File: config.mk
export PLATFORM = sky130hd
export DESIGN_NAME = hslp_dot_acc
export DESIGN_NICKNAME = d
export VERILOG_FILES = /design/src/rtl/hslp_pkg.sv /design/src/rtl/hslp_sat_add.sv /design/src/rtl/hslp_dot_acc.sv
export SDC_FILE = /design/constraint.sdc
export NUM_CORES = 1
export LEC_CHECK = 0
export BUFFER_PORTS_ARGS = -buffer_cell sky130_fd_sc_hd__buf_2
export CORE_MARGIN = 8
export CORE_UTILIZATION = 40
export CTS_CLUSTER_DIAMETER = 100
export DETAILED_ROUTE_END_ITERATION = 6
export PLACE_DENSITY = 0.64
export SYNTH_ARGS = -nofsm -noshare
export SYNTH_HDL_FRONTEND = slang
export SYNTH_SLANG_ARGS = --single-unit
File: constraint.sdc
create_clock -name clk -period 3.6 [get_ports clk]
set_input_delay 0.72 -clock clk [delete_from_list [all_inputs] [get_ports clk]]
set_output_delay 0.72 -clock clk [all_outputs]
set_load 0.01 [all_outputs]
File: src/rtl/hslp_pkg.sv
// Shared types and defaults for the approximate-multiplier dot accumulator.
// Holds the frame FSM encoding and the default parameter values.
package hslp_pkg;

  typedef enum logic [1:0] {
    IDLE  = 2'd0,
    ACCUM = 2'd1,
    HOLD  = 2'd2
  } hslp_state_t;

  localparam int ACC_W_DEF   = 24;
  localparam int MAX_LEN_DEF = 256;

endpackage

File: src/rtl/hslp_sat_add.sv
// Unsigned saturating adder: W-bit accumulator plus 16-bit product.
// Clamps to all-ones when the W+1-bit sum carries out.
module hslp_sat_add #(
  parameter int W = 24
) (
  input  logic [W-1:0] a,
  input  logic [15:0]  b,
  output logic [W-1:0] s,
  output logic         ovf
);

  logic [W:0] a_w;
  logic [W:0] b_w;
  logic [W:0] sum_w;

  always_comb begin
    a_w       = '0;
    a_w[W-1:0] = a;
    b_w       = '0;
    b_w[15:0] = b;
    sum_w     = a_w + b_w;
    ovf       = sum_w[W];
    s         = ovf ? '1 : sum_w[W-1:0];
  end

endmodule

File: src/rtl/hslp_dot_acc.sv
// Frame accumulator for 16-bit products with saturation and beat count.
// Result is held in HOLD until the downstream handshake completes.
module hslp_dot_acc
  import hslp_pkg::*;
#(
  parameter int ACC_W   = ACC_W_DEF,
  parameter int MAX_LEN = MAX_LEN_DEF,
  parameter int CW      = $clog2(MAX_LEN + 1)
) (
  input  logic             clk,
  input  logic             rst_n,
  input  logic             prod_valid,
  input  logic [15:0]      prod,
  input  logic             prod_last,
  output logic             prod_ready,
  output logic             sum_valid,
  input  logic             sum_ready,
  output logic [ACC_W-1:0] sum,
  output logic [CW-1:0]    sum_count,
  output logic             sum_ovf
);

  localparam logic [CW-1:0] MAX_C = CW'(MAX_LEN);

  hslp_state_t      state_q, state_d;
  logic [ACC_W-1:0] acc_q, acc_d;
  logic [CW-1:0]    cnt_q, cnt_d;
  logic             ovf_q, ovf_d;
  logic [ACC_W-1:0] sum_q, sum_d;
  logic [CW-1:0]    sum_count_q, sum_count_d;
  logic             sum_ovf_q, sum_ovf_d;

  logic [ACC_W-1:0] add_s;
  logic             add_ovf;
  logic [ACC_W-1:0] ext_prod;
  logic [ACC_W-1:0] beat_acc;
  logic [CW-1:0]    beat_cnt;
  logic             beat_ovf;
  logic             fire;
  logic             in_acc;

  hslp_sat_add #(
    .W (ACC_W)
  ) u_add (
    .a   (acc_q),
    .b   (prod),
    .s   (add_s),
    .ovf (add_ovf)
  );

  assign prod_ready = (state_q != HOLD);
  assign sum_valid  = (state_q == HOLD);
  assign sum        = sum_q;
  assign sum_count  = sum_count_q;
  assign sum_ovf    = sum_ovf_q;

  always_comb begin
    ext_prod       = '0;
    ext_prod[15:0] = prod;
    in_acc         = (state_q == ACCUM);
    fire           = prod_valid && prod_ready;
    // A beat in IDLE opens a fresh frame; in ACCUM it folds into the sum.
    beat_acc = in_acc ? add_s : ext_prod;
    beat_cnt = in_acc ? cnt_q + CW'(1) : CW'(1);
    beat_ovf = in_acc ? (ovf_q | add_ovf) : 1'b0;

    state_d     = state_q;
    acc_d       = acc_q;
    cnt_d       = cnt_q;
    ovf_d       = ovf_q;
    sum_d       = sum_q;
    sum_count_d = sum_count_q;
    sum_ovf_d   = sum_ovf_q;

    case (state_q)
      IDLE, ACCUM: begin
        if (fire) begin
          acc_d = beat_acc;
          cnt_d = beat_cnt;
          ovf_d = beat_ovf;
          if (prod_last || beat_cnt == MAX_C) begin
            state_d     = HOLD;
            sum_d       = beat_acc;
            sum_count_d = beat_cnt;
            sum_ovf_d   = beat_ovf;
          end else begin
            state_d = ACCUM;
          end
        end
      end
      HOLD: begin
        if (sum_ready) state_d = IDLE;
      end
      default: state_d = IDLE;
    endcase
  end

  always_ff @(posedge clk or negedge rst_n) begin
    if (!rst_n) begin
      state_q     <= IDLE;
      acc_q       <= '0;
      cnt_q       <= '0;
      ovf_q       <= 1'b0;
      sum_q       <= '0;
      sum_count_q <= '0;
      sum_ovf_q   <= 1'b0;
    end else begin
      state_q     <= state_d;
      acc_q       <= acc_d;
      cnt_q       <= cnt_d;
      ovf_q       <= ovf_d;
      sum_q       <= sum_d;
      sum_count_q <= sum_count_d;
      sum_ovf_q   <= sum_ovf_d;
    end
  end

endmodule

== Yosys cells after proc, flatten, opt, wreduce, memory -nomap -nowiden ==
Index checks and enable logic that the tools add are counted.

* Eq/ne operators: 6
* Add/sub/neg operators: 2
* Bitwise logic cells: 1
* Mux-type cells: 8
* Reductions and logical operators: 7

{| class="wikitable"
|+ Operators with widths
! cell !! count
|-
| two-way mux 24 bit || 2
|-
| adder 24 x 16 -> 25 bit || 1
|-
| adder 9 x 1 -> 9 bit, second input constant || 1
|-
| == test 9 bit, second input constant || 1
|-
| two-way mux 9 bit || 1
|-
| two-way mux 2 bit || 3
|-
| inequality test 2 bit, second input constant || 2
|-
| case mux 2 bit (2 select lines) || 1
|-
| AND reduction 2 bit || 2
|-
| AND reduction 3 bit || 1
|-
| == test 2 x 1 -> 1 bit, second input constant || 1
|-
| == test 2 bit, second input constant || 1
|-
| zero test 2 bit || 1
|-
| inequality test 2 x 1 -> 1 bit, second input constant || 1
|-
| OR reduction 2 bit || 1
|-
| logical AND 1 bit || 1
|-
| logical OR 1 bit || 1
|-
| two-way mux 1 bit || 1
|-
| bitwise OR 1 bit || 1
|}

* Logic and storage cells: 31
* Output and inout port bits: 36
* Flip-flop bits (word level): 70

== Logic depth before layout (Yosys ltp) ==
* Depth in word-level cells: 7
* Depth in mapped cells: 11
* Gate-level depth less buffers: 10

== Modules after synthesis ==
Synthesis repeated with hierarchy kept, for this count alone.

* Cells, all modules: 594
* Area, all modules: 4961.0 um^2

{| class="wikitable"
|+ By module, submodules not included
! module !! area each (um^2) !! cells each !! times used !! seq. area each (um^2)
|-
| hslp_dot_acc || 3764.9 || 419 || 1 || 1751.7
|-
| hslp_sat_add || 1196.1 || 175 || 1 || 0.0
|}

== Least setup slack after synthesis ==
OpenSTA, ideal clock, no wires.

* Path type: input -> register
* From: input port prod[0]
* To: register acc_q[4]
* Stages: 11
* Path buffers: 1
* Arrival time: 2.799 ns
* Slack: 0.737 ns
* Path through: ha_1 -> inv_1 -> fa_1 -> and2b_1 -> o2111ai_1 -> and4bb_1 -> o211a_4 -> or2_1 -> buf_6 -> a31oi_1 -> mux2_2

* Word-level cells in the longest chain between the ends: 3

{| class="wikitable"
|+ Ends and longest elaborated chain
! item !! RTL line !! text
|-
| start: declaration || hslp_dot_acc.sv:13 || <nowiki>input logic [15:0] prod,</nowiki>
|-
| adder 24 x 16 -> 25 bit || hslp_sat_add.sv:21 || <nowiki>sum_w = a_w + b_w;</nowiki>
|-
| two-way mux 24 bit || hslp_sat_add.sv:23 || <nowiki>s = ovf ? '1 : sum_w[W-1:0];</nowiki>
|-
| two-way mux 24 bit || hslp_dot_acc.sv:63 || <nowiki>beat_acc = in_acc ? add_s : ext_prod;</nowiki>
|-
| end signal: assignment || hslp_dot_acc.sv:101 || <nowiki>acc_q <= '0;</nowiki>
|-
| end signal: assignment || hslp_dot_acc.sv:109 || <nowiki>acc_q <= acc_d;</nowiki>
|-
| end: declaration || hslp_dot_acc.sv:26 || <nowiki>logic [ACC_W-1:0] acc_q, acc_d;</nowiki>
|}

No other way between the ends.
A chain may end at the register's enable or synchronous reset.

== Final worst setup path ==
Ends and elaborated chain as after synthesis.

==> impl_metrics.toml <==
[clock_network]
buffer_count_from_post_cts_setup_fixing = 0
cts_buffers = 9
ctsLongestPathBuffers = 2
insertion_delay_ns = 0.36
post_cts_resized = 0
cts_num_sinks = 70
cts_tree = "built"
cts.clk_slew.worst_paths_ns = 0.07
cts_root_buf = "clkbuf_8"
post_cts_hold_buffer_count = 0
cts-htree-levels = 3

[setup_path]
buffers_and_inverters_on_the_worst_path = 2
path_depth = 11
crit_path_end_kind = "flip-flop"
cp-startpoint = "prod[0]"
crit_path_cell_trace = "buf_2, ha_1, inv_1, fa_1, and2b_1, o2111ai_1, and4bb_1, o211a_4, or2_1, a31oi_1, mux2_2"
timing.critical_path.to = "acc_q[4]"
worst_path_max_delay_cell = "or2_1"
worst_setup_path_start_kind = "input pin"
timing.critical_path.arrival_ns = 3.26
timing.critical_path.slowest_cell_delay_ns = 0.47
ff2ff_path_depth = 10
regToRegStartpoint = "acc_q[0]"
reg2reg_setup_slack_ns = 0.68
crit_path_max_fanout = 10
worstReg2RegEnd = "acc_q[4]"
cpLargestDelayFamily = "simple AND/OR/NAND/NOR gates"
critPathRequiredTime_ns = 3.84
timing_worst_setup_path_type = "in -> reg"

[sta]
finClkSkew_ns = 0.0131
setup_violations = 0
final_hold_violating_endpoints = 0
timing_max_transition_violations_final = 0
timing.slew.headroom = 0.404
clock.fmax_mhz = 331
fin_tns_setup_ns = 0
timing_worst_slew_pin_value_ns = 0.894
fin_crit_sh = 0.839
timing.final.ws_setup_ns = 0.581
layout_min_cycle_time_ns = 3.02
grt_setup_unrepaired = "no"

[finish]
area_grow_syn2layout_pct = 12.9
post_route_cells_drive_above_1_share = 0.206
layout.filler_cells = 1035
design.final.nets = 573
inserted_diodes = 0

[synthesis]
synthMostInstantiatedCell = "nand2_1"
synth-seq-area-share = 0.397
yosysWarnings = 0
synth.lib_cells_used.distinct = 68
mean_syn_cell_area_um2 = 9.03
synth.top_cells.by_count = "nand2_1, dfrtp_1, nor2_1"
async_flop_share = 1.00
synth_top_area_frac = 0.397
synth_edf_count = 0
synthesized_flop_and_latch_total = 70
synthesis.area_um2 = 4420
dominantRegCellSynth = "dfrtp_1"
yosys-top-cells-area = "dfrtp_1, nand2_1, ha_1"
synth_nets = 528
synthesis.instances = 489
synth_largest_area_cell = "dfrtp_1"

[floorplanning]
design.core.area_um2 = 10800
initial_core_util = 0.409
die_height_um = 121
dieArea_um2 = 14700
chipWidth_um = 121
io_pins = 57
core.rowCount = 38

[detailed_routing]
remaining_drc_errors = 0
detail_route.wirelength_um = 11500
antenna_left = 0
drt-wirelength-per-cell_um = 16.9
detail_route.vias_per_cell = 5.63
drtIter0Drc = 314
via_count = 3822
drt_pre_antenna_iters = 5

[power_and_ir_drop]
ir_worst_vdd_mv = 0.203
p_leak_nw = 2.21
power_per_cell_area_nw_per_um2 = 586

[global_route]
grt_first_pass_wirelength_um = 19300
grt_remaining_overflow = 0
antenna_found_initial = 0
grtUsageTotal = 0.163
first_global_vias = 3778
grt_max_degree = 71

[placed_design]
place.port_buffers = 56
dpl_worst_slack_ns = 0.254
detailed_place_hpwl_um = 8260
gp_congestion = 0.940

[run_status]
status = "completed"

[worst_hold_path]
worst_hold_class = "reg -> reg"

[job]
cap_viol_max_count = 0
## per-layer routing
metal | part of all wire | wire length (um) | vias up | track usage
li1 | - | - | 1865 | -
met1 | 0.46 | 5260 | 1833 | 0.212
met2 | 0.46 | 5330 | 105 | 0.258
met3 | 0.055 | 625 | 19 | 0.0261
met4 | 0.022 | 256 | 0 | 0.0804
met5 | 0 | 0 | - | 0
## sequential cells by signal (all words and copies together), names as in the netlist
| register | cells |
|---|---|
| acc_q | 24 |
| cnt_q | 9 |
| ovf_q | 1 |
| state_q | 2 |
| sum | 24 |
| sum_count | 9 |
| sum_ovf | 1 |
## area by class of cell
cell class                      count  area [um^2]  area share
Sequential cell                    70         1750       0.351
Clock buffer                       12          155      0.0311
Multi-Input combinational cell    381         2480       0.497
Clock inverter                      4         45.0     0.00903
Tap cell                          140          175      0.0351
Timing Repair Buffer               64          353      0.0707
Inverter                            8         30.0     0.00602
## layout by cell type (no fill, tap or decap), types with 7 or more instances in the layout
| cell type | netlist | final |
|---|---|---|
| nor2_1 | 40 | 39 |
| dfrtp_1 | 70 | 70 |
| nand3_1 | 9 | 9 |
| nor3_1 | 9 | 9 |
| o21ai_0 | 28 | 28 |
| nand2_1 | 80 | 80 |
| mux2_2 | 10 | 10 |
| inv_1 | 7 | 7 |
| clkbuf_8 | 0 | 11 |
| buf_2 | 10 | 56 |
| a21oi_1 | 21 | 21 |
| o21ai_1 | 12 | 12 |
| o31ai_1 | 21 | 21 |
| xor2_1 | 8 | 8 |
| and3_1 | 14 | 14 |
| ha_1 | 17 | 17 |
| xnor2_1 | 12 | 12 |
| a31oi_1 | 10 | 10 |
| buf_4 | 1 | 7 |
## cell families after synthesis
family	after synthesis	synth area share
simple gates	187	0.204
xor+xnor	20	0.0397
fa+ha+maj	18	0.0527
flops	70	0.397
compound gates	136	0.210
buf+inv	38	0.0428
mux	20	0.0538
## worst min-delay path, delay by kind of cell (launching register included)
family	cells	cell delay, ns
flip-flops	1	0.35
AO/OA/AOI/OAI	1	0.05
AND/OR/NAND/NOR	1	0.05
## worst min path at each step
stage | depth (start not counted) | from | slack [ns] | endpoint
finish | 2 | sum_count[3] | 0.48 | sum_count[3]
global route | 2 | sum_count[7] | 0.52 | sum_count[7]
CTS | 2 | sum_count[3] | 0.48 | sum_count[3]
global placement | 2 | sum_count[3] | 0.46 | sum_count[3]
detailed placement | 2 | sum_count[3] | 0.47 | sum_count[3]
floorplan | 0 | rst_n | 0.42 | acc_q[0]
## stage by stage
stage / cell area (um^2) / total power [mW] / utilization / hold WS, ns / instances
final: 4990 / 2.92 / 0.462 / 0.478 / 679
after global routing: 4990 / 3.12 / 0.462 / 0.517 / 679
after CTS: 4990 / 2.95 / 0.462 / 0.483 / 679
after detailed placement: 4790 / 2.28 / 0.444 / 0.466 / 663
after global placement: 4790 / 2.24 / 0.444 / 0.462 / 663
after floorplan: 4420 / 1.93 / - / 0.424 / 489
## power breakdown
part	internal, mW	leakage, nW	switching, mW
logic	0.507	1.21	0.701
clock network	0.355	0.106	0.302
registers	0.943	0.897	0.116
total	1.80	2.21	1.12
No activity file was read; power rests on OpenSTA's default activity.
